===== config.mk =====
export PLATFORM = sky130hd
export DESIGN_NAME = ps2_key_receiver
export DESIGN_NICKNAME = d
export VERILOG_FILES = /design/src/rtl/ps2_key_receiver.sv
export SDC_FILE = /design/constraint.sdc
export NUM_CORES = 1
export LEC_CHECK = 0
export BUFFER_PORTS_ARGS = -buffer_cell sky130_fd_sc_hd__buf_2
export CAP_MARGIN = 20
export CORE_MARGIN = 1
export CORE_UTILIZATION = 63
export CTS_BUF_LIST = sky130_fd_sc_hd__clkbuf_4 sky130_fd_sc_hd__clkbuf_8
export CTS_CLUSTER_DIAMETER = 200
export CTS_CLUSTER_SIZE = 30
export DETAILED_ROUTE_END_ITERATION = 8
export GPL_TIMING_DRIVEN = 0
export PLACE_DENSITY = 0.82
export SYNTH_ARGS = -nofsm -noshare
export SYNTH_HDL_FRONTEND = slang
export SYNTH_SLANG_ARGS = --single-unit

===== constraint.sdc =====
create_clock -name clk -period 2.4 [get_ports clk]
set_input_delay 0.12 -clock clk [delete_from_list [all_inputs] [get_ports clk]]
set_output_delay 0.12 -clock clk [all_outputs]
set_load 0.02 [all_outputs]

===== src/rtl/ps2_key_receiver.sv =====
// PS/2 keyboard front end: synchronises and filters the PS/2 pins, deserialises
// 11-bit frames, checks parity/stop, and reports each key make code as a single
// strobe. Break sequences (F0 xx) and extended prefixes (E0) are swallowed.
module ps2_key_receiver #(
    parameter int FILTER_LEN  = 8,
    parameter int TIMEOUT_CYC = 50000
) (
    input  logic       clk,
    input  logic       rst_n,
    input  logic       i_ps2_clk,
    input  logic       i_ps2_data,
    output logic [7:0] o_key_code,
    output logic       o_key_on,
    output logic       o_key_err
);

    localparam int FW = $clog2(FILTER_LEN + 1);
    localparam int WW = $clog2(TIMEOUT_CYC + 1);

    typedef enum logic [1:0] {
        S_IDLE,
        S_RECV,
        S_CHECK
    } state_t;

    logic          r_clk_s1, r_clk_s2;
    logic          r_dat_s1, r_dat_s2;
    logic [FW-1:0] r_fcnt;
    logic          r_filt;
    logic          r_fall;

    state_t        r_state;
    logic [9:0]    r_shift;
    logic [3:0]    r_bcnt;
    logic [WW-1:0] r_wdog;
    logic          r_brk;
    logic          r_ext;

    logic [7:0]    w_byte;
    logic          w_par_ok;
    logic          w_stop_ok;

    // shift register holds d0..d7 in [7:0], parity in [8], stop in [9]
    assign w_byte    = r_shift[7:0];
    assign w_par_ok  = ^r_shift[8:0];
    assign w_stop_ok = r_shift[9];

    // 2-FF synchronisers for both pins; idle bus level is 1
    always_ff @(posedge clk or negedge rst_n) begin
        if (!rst_n) begin
            r_clk_s1 <= 1'b1;
            r_clk_s2 <= 1'b1;
            r_dat_s1 <= 1'b1;
            r_dat_s2 <= 1'b1;
        end else begin
            r_clk_s1 <= i_ps2_clk;
            r_clk_s2 <= r_clk_s1;
            r_dat_s1 <= i_ps2_data;
            r_dat_s2 <= r_dat_s1;
        end
    end

    // ps2_clk glitch filter: level flips after FILTER_LEN consecutive opposite
    // samples; r_fall strobes for one cycle on a filtered 1->0 flip
    always_ff @(posedge clk or negedge rst_n) begin
        if (!rst_n) begin
            r_fcnt <= '0;
            r_filt <= 1'b1;
            r_fall <= 1'b0;
        end else begin
            r_fall <= 1'b0;
            if (r_clk_s2 == r_filt) begin
                r_fcnt <= '0;
            end else if (r_fcnt == FW'(FILTER_LEN - 1)) begin
                r_fcnt <= '0;
                r_filt <= r_clk_s2;
                r_fall <= r_filt;
            end else begin
                r_fcnt <= r_fcnt + 1'b1;
            end
        end
    end

    // frame FSM: receive, watchdog, check and decode with registered strobes
    always_ff @(posedge clk or negedge rst_n) begin
        if (!rst_n) begin
            r_state    <= S_IDLE;
            r_shift    <= '0;
            r_bcnt     <= '0;
            r_wdog     <= '0;
            r_brk      <= 1'b0;
            r_ext      <= 1'b0;
            o_key_code <= 8'h00;
            o_key_on   <= 1'b0;
            o_key_err  <= 1'b0;
        end else begin
            o_key_on  <= 1'b0;
            o_key_err <= 1'b0;
            case (r_state)
                S_IDLE: begin
                    r_wdog <= '0;
                    // a high sample on a fall is line noise, not a start bit
                    if (r_fall && !r_dat_s2) begin
                        r_state <= S_RECV;
                        r_bcnt  <= 4'd1;
                    end
                end
                S_RECV: begin
                    if (r_fall) begin
                        r_shift <= {r_dat_s2, r_shift[9:1]};
                        r_bcnt  <= r_bcnt + 4'd1;
                        r_wdog  <= '0;
                        if (r_bcnt == 4'd10)
                            r_state <= S_CHECK;
                    end else if (r_wdog == WW'(TIMEOUT_CYC - 1)) begin
                        r_state   <= S_IDLE;
                        r_bcnt    <= '0;
                        r_wdog    <= '0;
                        o_key_err <= 1'b1;
                    end else begin
                        r_wdog <= r_wdog + 1'b1;
                    end
                end
                S_CHECK: begin
                    r_state <= S_IDLE;
                    r_bcnt  <= '0;
                    r_wdog  <= '0;
                    if (!w_par_ok || !w_stop_ok) begin
                        o_key_err <= 1'b1;
                    end else if (w_byte == 8'hF0) begin
                        r_brk <= 1'b1;
                    end else if (w_byte == 8'hE0) begin
                        r_ext <= 1'b1;
                    end else if (r_brk) begin
                        // second byte of a release: drop it and reset the prefix state
                        r_brk <= 1'b0;
                        r_ext <= 1'b0;
                    end else begin
                        o_key_code <= w_byte;
                        o_key_on   <= 1'b1;
                        r_ext      <= r_ext & 1'b0;
                    end
                end
                default: r_state <= S_IDLE;
            endcase
        end
    end

endmodule


==> results of run 1 <==
[cells by family (layout without fill, tap and decap cells)]
| family | count (synthesis) | in the layout | synth area share [%] |
|---|---|---|---|
| adder cells (fa/ha/maj) | 13 | 13 | 6.33 |
| XOR/XNOR | 13 | 13 | 5.26 |
| flip-flops | 53 | 53 | 51.9 |
| AND/OR/NAND/NOR | 74 | 74 | 17.1 |
| buffers and inverters | 21 | 46 | 3.36 |
| multiplexers | 19 | 19 | 8.23 |
| AO/OA/AOI/OAI | 32 | 32 | 7.89 |
[cell usage after synthesis (all sizes together) (2+ instances only)]
library cell / instances
nand4: 9
o22ai: 2
xnor2: 5
nor3b: 2
and3: 4
dfstp: 5
or4: 2
nor3: 3
and2: 2
mux2i: 2
clkbuf: 4
buf: 3
mux2: 17
a31oi: 5
ha: 13
xor2: 7
nand2: 14
nor2b: 3
inv: 14
nand3: 9
dfrtp: 48
a21oi: 5
or3: 2
o21ai: 11
and4: 2
nor2: 12
[power groups by stage]
stage                     logic (uW)  registers [uW]  clock network [uW]
after floorplan                 63.0             973                   0
after global placement          90.7             977                   0
after detailed placement        98.0             978                   0
after CTS                        102             961                 627
after global routing             116             967                 659
final                           98.9             962                 604
[layout by cell type (no fill, tap or decap), types with 3 or more instances in the layout]
cell,synthesis,routed
dlygate4sd3_1,0,3
clkbuf_8,0,5
inv_1,14,14
dfrtp_1,48,48
nor2b_1,3,3
nand2_1,14,14
nor2_1,12,12
clkbuf_1,3,3
o21ai_0,11,11
a21oi_1,5,5
and3_1,4,4
xnor2_1,4,4
nand4_1,8,8
mux2_2,17,17
dfstp_2,5,5
ha_1,13,13
buf_2,2,15
xor2_1,7,7
nand3_1,9,9
a31oi_1,5,5
[worst max-delay path, stage by stage, from the launching register on]
cell and delay, ns:
dfrtp_1 0.39, inv_1 0.07, ha_1 0.30, xnor3_1 0.37, xnor2_2 0.24, nand4_4 0.23
mux2_2 0.34
[per-stage QoR]
stage / hold WS, ns / instance area (sq um) / worst slack (ns)
finish: 0.312 / 2860 / 0.348
detailed placement: 0.119 / 2720 / 0.337
global route: 0.359 / 2860 / 0.193
floorplan: -0.176 / 2570 / 0.511
CTS: 0.312 / 2860 / 0.338
global placement: 0.225 / 2700 / 0.386
[worst max path at each step]
stage / end / start / slack [ns]
2_1_floorplan: o_key_code[0] / r_shift[4] / 0.51
3_3_place_gp: o_key_code[5] / r_shift[6] / 0.39
3_5_place_dp: o_key_code[2] / r_shift[4] / 0.34
4_1_cts: o_key_code[2] / r_shift[6] / 0.34
5_1_grt: o_key_code[2] / r_shift[4] / 0.19
6_report: o_key_code[2] / r_shift[4] / 0.35
[registers in the layout (all words and copies together) (netlist names), 2 cells and up]
name        flops
o_key_code      8
r_fcnt          4
r_wdog         16
r_bcnt          4
r_shift        10
r_state         2
[area by class of cell]
type	instances	area, sq um
clock buffer	5	68.8
inverter	14	52.6
tap	48	60.1
fill	266	938
buffer	7	33.8
sequential	53	1330
clock inverter	3	46.3
multi-input combinational	151	1150
timing repair buffer	17	115
[layer usage]
metal	vias up	routed length (um)	track usage, %
li1	852	-	-
met1	843	1980	29.6
met2	29	2020	38.6
met3	8	164	5.69
met4	0	79	10.6
met5	-	0	0
[timing repair]
item	in CTS	in global routing
endpoints found under the hold margin	21	0
buffers inserted	0	0
hold buffers	3	0
==> out/metrics.sh, run 1 <==
SETUP.WORST_PATH.START_CLASS='flop'
POWER_uW=1660
CTS_REPAIR_RESIZE_COUNT=0
CP_MAX_FO=9
WORST_CLOCK_SKEW_NS=0.0113
DIE_H_UM=65.9
WORST-ENDPOINT-REQUIRED_NS=2.60
PLACED_CELLS_INCL_TAPS=287
CLOCK_TREE.BUFFER_DEPTH=2
DRIVE_ABOVE_1_SHARE_PCT=22.0
REG2REG_DEPTH=6
YOSYSUNIQUECELLTYPES=52
CTS.REPORTEDPATHS.CLKPINSLEW_NS=0.09
POST-ROUTE-UTIL_PCT=75.3
TOTAL_LEAKAGE_POWER_uW=0.00134
START_UTIL_PCT=67.7
FINALSETUPTNS_NS=0
COUNT_OF_ENDPOINTS_FAILING_SETUP_IN_THE_FINAL_REPORT=0
SYNTH-WARNING-COUNT=0
INSTANCES_NO_FILL=298
POWER.SHARE.CLOCK_PCT=36.3
TOTAL_SWITCHING_POWER_uW=370
DPL.HPWL_UM=3090
SLEW_HEADROOM_PCT=63.9
MAXSLEWVIOLCOUNT=0
CTS_TREE='yes'
INTPOWER_uW=1290
GROUTE.USAGE.OVERALL_PCT=23.7
CRITICAL_PATH.ENDPOINT_TYPE='flop'
AREA.GROWTH.SYNTH_TO_FINAL_PCT=11.3
FIRST_PASS_ITERS=4
COMBINATIONAL_SHARE_OF_POWER_PCT=5.9
ROW_COUNT=22
IO_PINS=14
SETUP_REPAIR_AFTER_GLOBAL_ROUTING_MISSED_ITS_MARGIN='no'
VIA_PER_INST=5.81
CRIT-REG2REG-LAUNCH='r_shift[4]'
HTREEDEPTH=2
CAP_VIOLATIONS=0
SYNTH.CELL_AREA_SQ_UM=2570
DIE_WIDTH_UM=65.9
RR_ENDPOINT='o_key_code[2]'
CLKSINKCOUNT=53
CLOCK_LATENCY_OF_THE_LATER_CLOCKED_REGISTER_IN_THE_WORST_SKEW_PAIR_NS=0.31
SYNTH_ENABLE_FLOP_CELLS=0
SYNTHDOMINANTAREACELLTYPE='dfrtp_1'
GRT_PASS1_VIAS=1687
MAPPEDNETLISTNETS=242
SYNTHESIS.INSTANCES=225
VDD_IR_DROP_MAX_uV=516
CRITPATHARRIVALTIME_NS=2.25
SWITCHING_SHARE_OF_POWER_PCT=22.2
WORST_SLEW_PIN_SLEW_NS=0.538
GLOBALROUTE.TOTALOVERFLOW=0
ROUTABILITYCONGESTION=0.773
NUM-NETS-FINAL=266
NETLIST_TOP_CELLS_AREA='dfrtp_1 (47%), mux2_2 (7.4%), ha_1 (6.3%), dfstp_2 (5.1%), xor2_1 (2.4%)'
POST_SYNTH.CELL_AREA_AVG_SQ_UM=11.4
NUM_VIAS=1732
WIRE_LENGTH_OF_THE_FIRST_GLOBAL_ROUTING_PASS_UM=7460
NETLIST.AREA_LEADER.SHARE_PCT=46.7
CTS_ROOT_BUFFER='clkbuf_8'
CTS_INSERTED_BUFFERS=5
STATUS='finished, final reports clean'
CRIT_TYPE='flop to flop'
FP.COREAREA_SQ_UM=3800
FINAL-HOLD-VIOLATION-COUNT=0
SYNTH_ASYNC_SR_FLOP_SHARE_PCT=100
YOSYS_MOST_USED_DFF='dfrtp_1'
ANTENNA_FOUND_INITIAL=0
SYNTH-SEQ-CELLS=53
ANTENNA-DIODE-COUNT=0
POWER_PER_CELL_AREA_nW_PER_UM2=582
ROUTE.DETAILED.DRC=0
IO_BUFFER_COUNT=13
DRTANTENNAVIOLNETS=0
FINAL_MIN_PERIOD_OVER_CLOCK_PERIOD_PCT=85.5
SYNTH_SEQUENTIAL_AREA_RATIO_PCT=51.9
DIEAREA_SQ_UM=4340
FINALWIRELENGTH_UM=4250
PERIOD_MINUS_SLACK_NS=2.05
FMAXACHIEVABLE_GHz=0.487
HOLDCRITPATHCLASS='primary input to async pin'
SEQUENTIALPOWERSHARE_PCT=57.8
MAXIMUM_NUMBER_OF_PINS_ON_ONE_NET_BEFORE_GLOBAL_ROUTE_REPAIR=33
R2R_SETUP_SLACK_NS=0.35
ROUTEDWLPERCELL_UM=14.3
DRT_ITER0_MARKERS=135
Power figures use the tool's default switching activity.
==> run 2: changes to the inputs <==
--- a/config.mk
+++ b/config.mk
@@ -7,14 +7,16 @@
 export LEC_CHECK = 0
 export BUFFER_PORTS_ARGS = -buffer_cell sky130_fd_sc_hd__buf_2
 export CAP_MARGIN = 20
+export CELL_PAD_IN_SITES_DETAIL_PLACEMENT = 1
+export CELL_PAD_IN_SITES_GLOBAL_PLACEMENT = 2
 export CORE_MARGIN = 1
-export CORE_UTILIZATION = 63
+export CORE_UTILIZATION = 43
 export CTS_BUF_LIST = sky130_fd_sc_hd__clkbuf_4 sky130_fd_sc_hd__clkbuf_8
 export CTS_CLUSTER_DIAMETER = 200
 export CTS_CLUSTER_SIZE = 30
 export DETAILED_ROUTE_END_ITERATION = 8
 export GPL_TIMING_DRIVEN = 0
-export PLACE_DENSITY = 0.82
+export PLACE_DENSITY_LB_ADDON = 0.1
 export SYNTH_ARGS = -nofsm -noshare
 export SYNTH_HDL_FRONTEND = slang
 export SYNTH_SLANG_ARGS = --single-unit
==> run 2 against run 1 <==
Against the previous run: critical path depth unchanged; combinational power about the same; clock power decreased by 15%; die area increased by 45%; critical endpoint unchanged.
==> out/metrics.sh, run 2 (synthesized netlist as in run 1, its figures left out) <==
CTS_REPAIR_RESIZE_COUNT=0  # unchanged
CTS_INSERTED_BUFFERS=5  # unchanged
DPL.HPWL_UM=3830  # +24%
FMAXACHIEVABLE_GHz=0.477  # -2.2%
CTS_TREE='yes'
ROUTEDWLPERCELL_UM=15.9  # +12%
VDD_IR_DROP_MAX_uV=265  # -49%
START_UTIL_PCT=45.6  # -22 points
NUM-NETS-FINAL=266  # unchanged
VIA_PER_INST=5.45  # -6.3%
SETUP.WORST_PATH.START_CLASS='flop'
ANTENNA_FOUND_INITIAL=0  # unchanged
NUM_VIAS=1749  # +0.98%
FINALWIRELENGTH_UM=5120  # +20%
LARGEST_REGISTER_FFS=16  # unchanged
PERIOD_MINUS_SLACK_NS=2.10  # +0.0454 ns
FIRST_PASS_ITERS=4  # unchanged
WIRE_LENGTH_OF_THE_FIRST_GLOBAL_ROUTING_PASS_UM=8870  # +19%
FINALSETUPTNS_NS=0  # unchanged
CRIT_PATH_TOP_DELAY_CELL='dfrtp_1'
CTS_SETUP_BUFFERS=0  # unchanged
WP_BUF_INV=1  # unchanged
HOLDCRITPATHCLASS='primary input to async pin'
LARGEST_REGISTER='r_wdog'
SWITCHING_SHARE_OF_POWER_PCT=22.3  # +0.13 points
CTS_ROOT_BUFFER='clkbuf_8'
ROUTABILITYCONGESTION=0.816  # +5.6%
SETUP_REPAIR_AFTER_GLOBAL_ROUTING_MISSED_ITS_MARGIN='no'
COMBINATIONAL_SHARE_OF_POWER_PCT=6.5  # +0.6 points
CTS.REPORTEDPATHS.CLKPINSLEW_NS=0.09  # about the same
CRITPATHARRIVALTIME_NS=2.29  # +0.04 ns
ANTENNA-DIODE-COUNT=0  # unchanged
WORST_SLACK_NS=0.302  # -0.0454 ns
WORST-ENDPOINT-REQUIRED_NS=2.59  # about the same
STATUS='finished, final reports clean'
GRT_PASS1_VIAS=1897  # +12%
IO_PINS=14  # unchanged
DIEAREA_SQ_UM=6290  # +45%
GROUTE.USAGE.OVERALL_PCT=18.4  # -5.3 points
DRT_ITER0_MARKERS=52  # -61%
PLACEMENT.SETUP.WORST_SLACK_NS=0.281  # -0.0558 ns
PLACED_CELLS_INCL_TAPS=311  # +8.4%
AREA.GROWTH.SYNTH_TO_FINAL_PCT=11.5
CLOCK_TREE.BUFFER_DEPTH=2  # unchanged
CLOCK_LATENCY_OF_THE_LATER_CLOCKED_REGISTER_IN_THE_WORST_SKEW_PAIR_NS=0.30  # about the same
LAYOUT_COMMONEST_CELL='dfrtp_1'
CAP_VIOLATIONS=0  # unchanged
CRITICAL_PATH.CELL_CHAIN='inv_1 -> ha_1 -> xnor3_1 -> xnor2_2 -> nand4_4 -> mux2_2'
CRIT_TYPE='flop to flop'
IO_BUFFER_COUNT=13  # unchanged
CP_SLOWEST_STAGE_DELAY_NS=0.41  # +0.02 ns
FP.COREAREA_SQ_UM=5640  # +49%
POWER_uW=1580  # -5.3%
DRTANTENNAVIOLNETS=0  # unchanged
DRIVE_ABOVE_1_SHARE_PCT=21.7  # -0.31 points
MAXIMUM_NUMBER_OF_PINS_ON_ONE_NET_BEFORE_GLOBAL_ROUTE_REPAIR=43  # +30%
POWER_PER_CELL_AREA_nW_PER_UM2=550  # -5.5%
CP_MAX_FO=9  # unchanged
POWER.SHARE.CLOCK_PCT=32.4  # -3.9 points
DIE_H_UM=79.3  # +20%
LAYOUT_COMMON_CELLS='dfrtp_1 (48), mux2_2 (17), buf_2 (15), inv_1 (14), nand2_1 (14)'
COUNT_OF_ENDPOINTS_FAILING_SETUP_IN_THE_FINAL_REPORT=0  # unchanged
HOLDBUFCOUNTCTS=3  # unchanged
GLOBALROUTE.TOTALOVERFLOW=0  # unchanged
CLKSINKCOUNT=53  # unchanged
CRITICAL_PATH.ENDPOINT_TYPE='flop'
ROUTE.DETAILED.DRC=0  # unchanged
WORST_CLOCK_SKEW_NS=0.00764  # -0.00361 ns
WORST_SLEW_PIN_SLEW_NS=0.554  # +0.0164 ns
ROW_COUNT=27  # +23%
FINAL-HOLD-VIOLATION-COUNT=0  # unchanged
REG.LARGEST.LIST='r_wdog x16, r_shift x10, o_key_code x8'
MAXSLEWVIOLCOUNT=0  # unchanged
DIE_WIDTH_UM=79.3  # +20%
INTPOWER_uW=1220  # -5.5%
N_FILL_CELL=603  # +130%
TOTAL_SWITCHING_POWER_uW=352  # -4.7%
FINAL_MIN_PERIOD_OVER_CLOCK_PERIOD_PCT=87.4  # +1.9 points
SLEW_HEADROOM_PCT=62.8  # -1.1 points
CELL_FAMILY_WITH_THE_LARGEST_SHARE_OF_CRITICAL_PATH_DELAY='XOR/XNOR gates'
HTREEDEPTH=2  # unchanged
INSTANCES_NO_FILL=321  # +7.7%
SEQUENTIALPOWERSHARE_PCT=61.1  # +3.3 points
TOTAL_LEAKAGE_POWER_uW=0.00133  # -0.49%
## run 2: changes by cell type in the layout (fill, tap and decap cells not counted)
cell and delta:
bufinv_16 -1, clkinv_4 -1, clkbuf_4 +1, clkbuf_8 +1
clkinvlp_4 -1
## run 2: layout make-up
| type | instances | area [sq um] | area share, % |
|---|---|---|---|
| flip-flops and latches | 53 | 1330 | 46.5 |
| well taps | 72 | 90.1 | 3.14 |
| plain buffers | 7 | 33.8 | 1.18 |
| inverters | 14 | 52.6 | 1.83 |
| multi-input cells | 151 | 1150 | 40.2 |
| repair buffers | 17 | 115 | 4.02 |
| clock buffers | 7 | 90.1 | 3.14 |
## run 2: per-stage QoR
| step | area (sq um) | util (%) | hold WS [ns] |
|---|---|---|---|
| after floorplan | 2570 | - | -0.176 |
| after global placement | 2730 | 48.3 | 0.226 |
| after detailed placement | 2750 | 48.7 | 0.0298 |
| after CTS | 2870 | 50.8 | 0.235 |
| after global routing | 2870 | 50.8 | 0.249 |
| final | 2870 | 50.8 | 0.227 |
## run 2: worst register-to-register path, delay by kind of cell (launching register included)
family / cells / cell delay (ns)
xor gates and xnor gates: 2 / 0.62
adders and majority gates: 1 / 0.31
buffers and inverters: 1 / 0.08
DFF: 1 / 0.41
muxes: 1 / 0.33
and+or+nand+nor: 1 / 0.23
## run 2: per-layer routing
layer  wire, um  global-route usage [%]
met4         38                    7.09
met5          0                       0
met1       2330                    22.5
met2       2640                    32.0
met3        112                    3.33
## run 2: final timing paths
path,end,cells after the start,slack (ns),start
worst max register to register,o_key_code[2],6,0.30,r_shift[4]
worst min-delay path,r_wdog[4],2,0.23,rst_n
worst max-delay path,o_key_code[2],6,0.30,r_shift[4]
worst min register to register,r_clk_s2,0,0.36,r_clk_s1
min in group clk,r_clk_s2,0,0.36,r_clk_s1
max in group asynchronous,r_filt,3,1.58,rst_n
## run 2: power groups by stage
stage / Clock (uW) / Sequential (uW) / Combinational [uW]
after floorplan: 0 / 973 / 63.0
after global placement: 0 / 976 / 87.9
after detailed placement: 0 / 981 / 103
after CTS: 535 / 964 / 107
after global routing: 566 / 969 / 118
final: 511 / 963 / 102
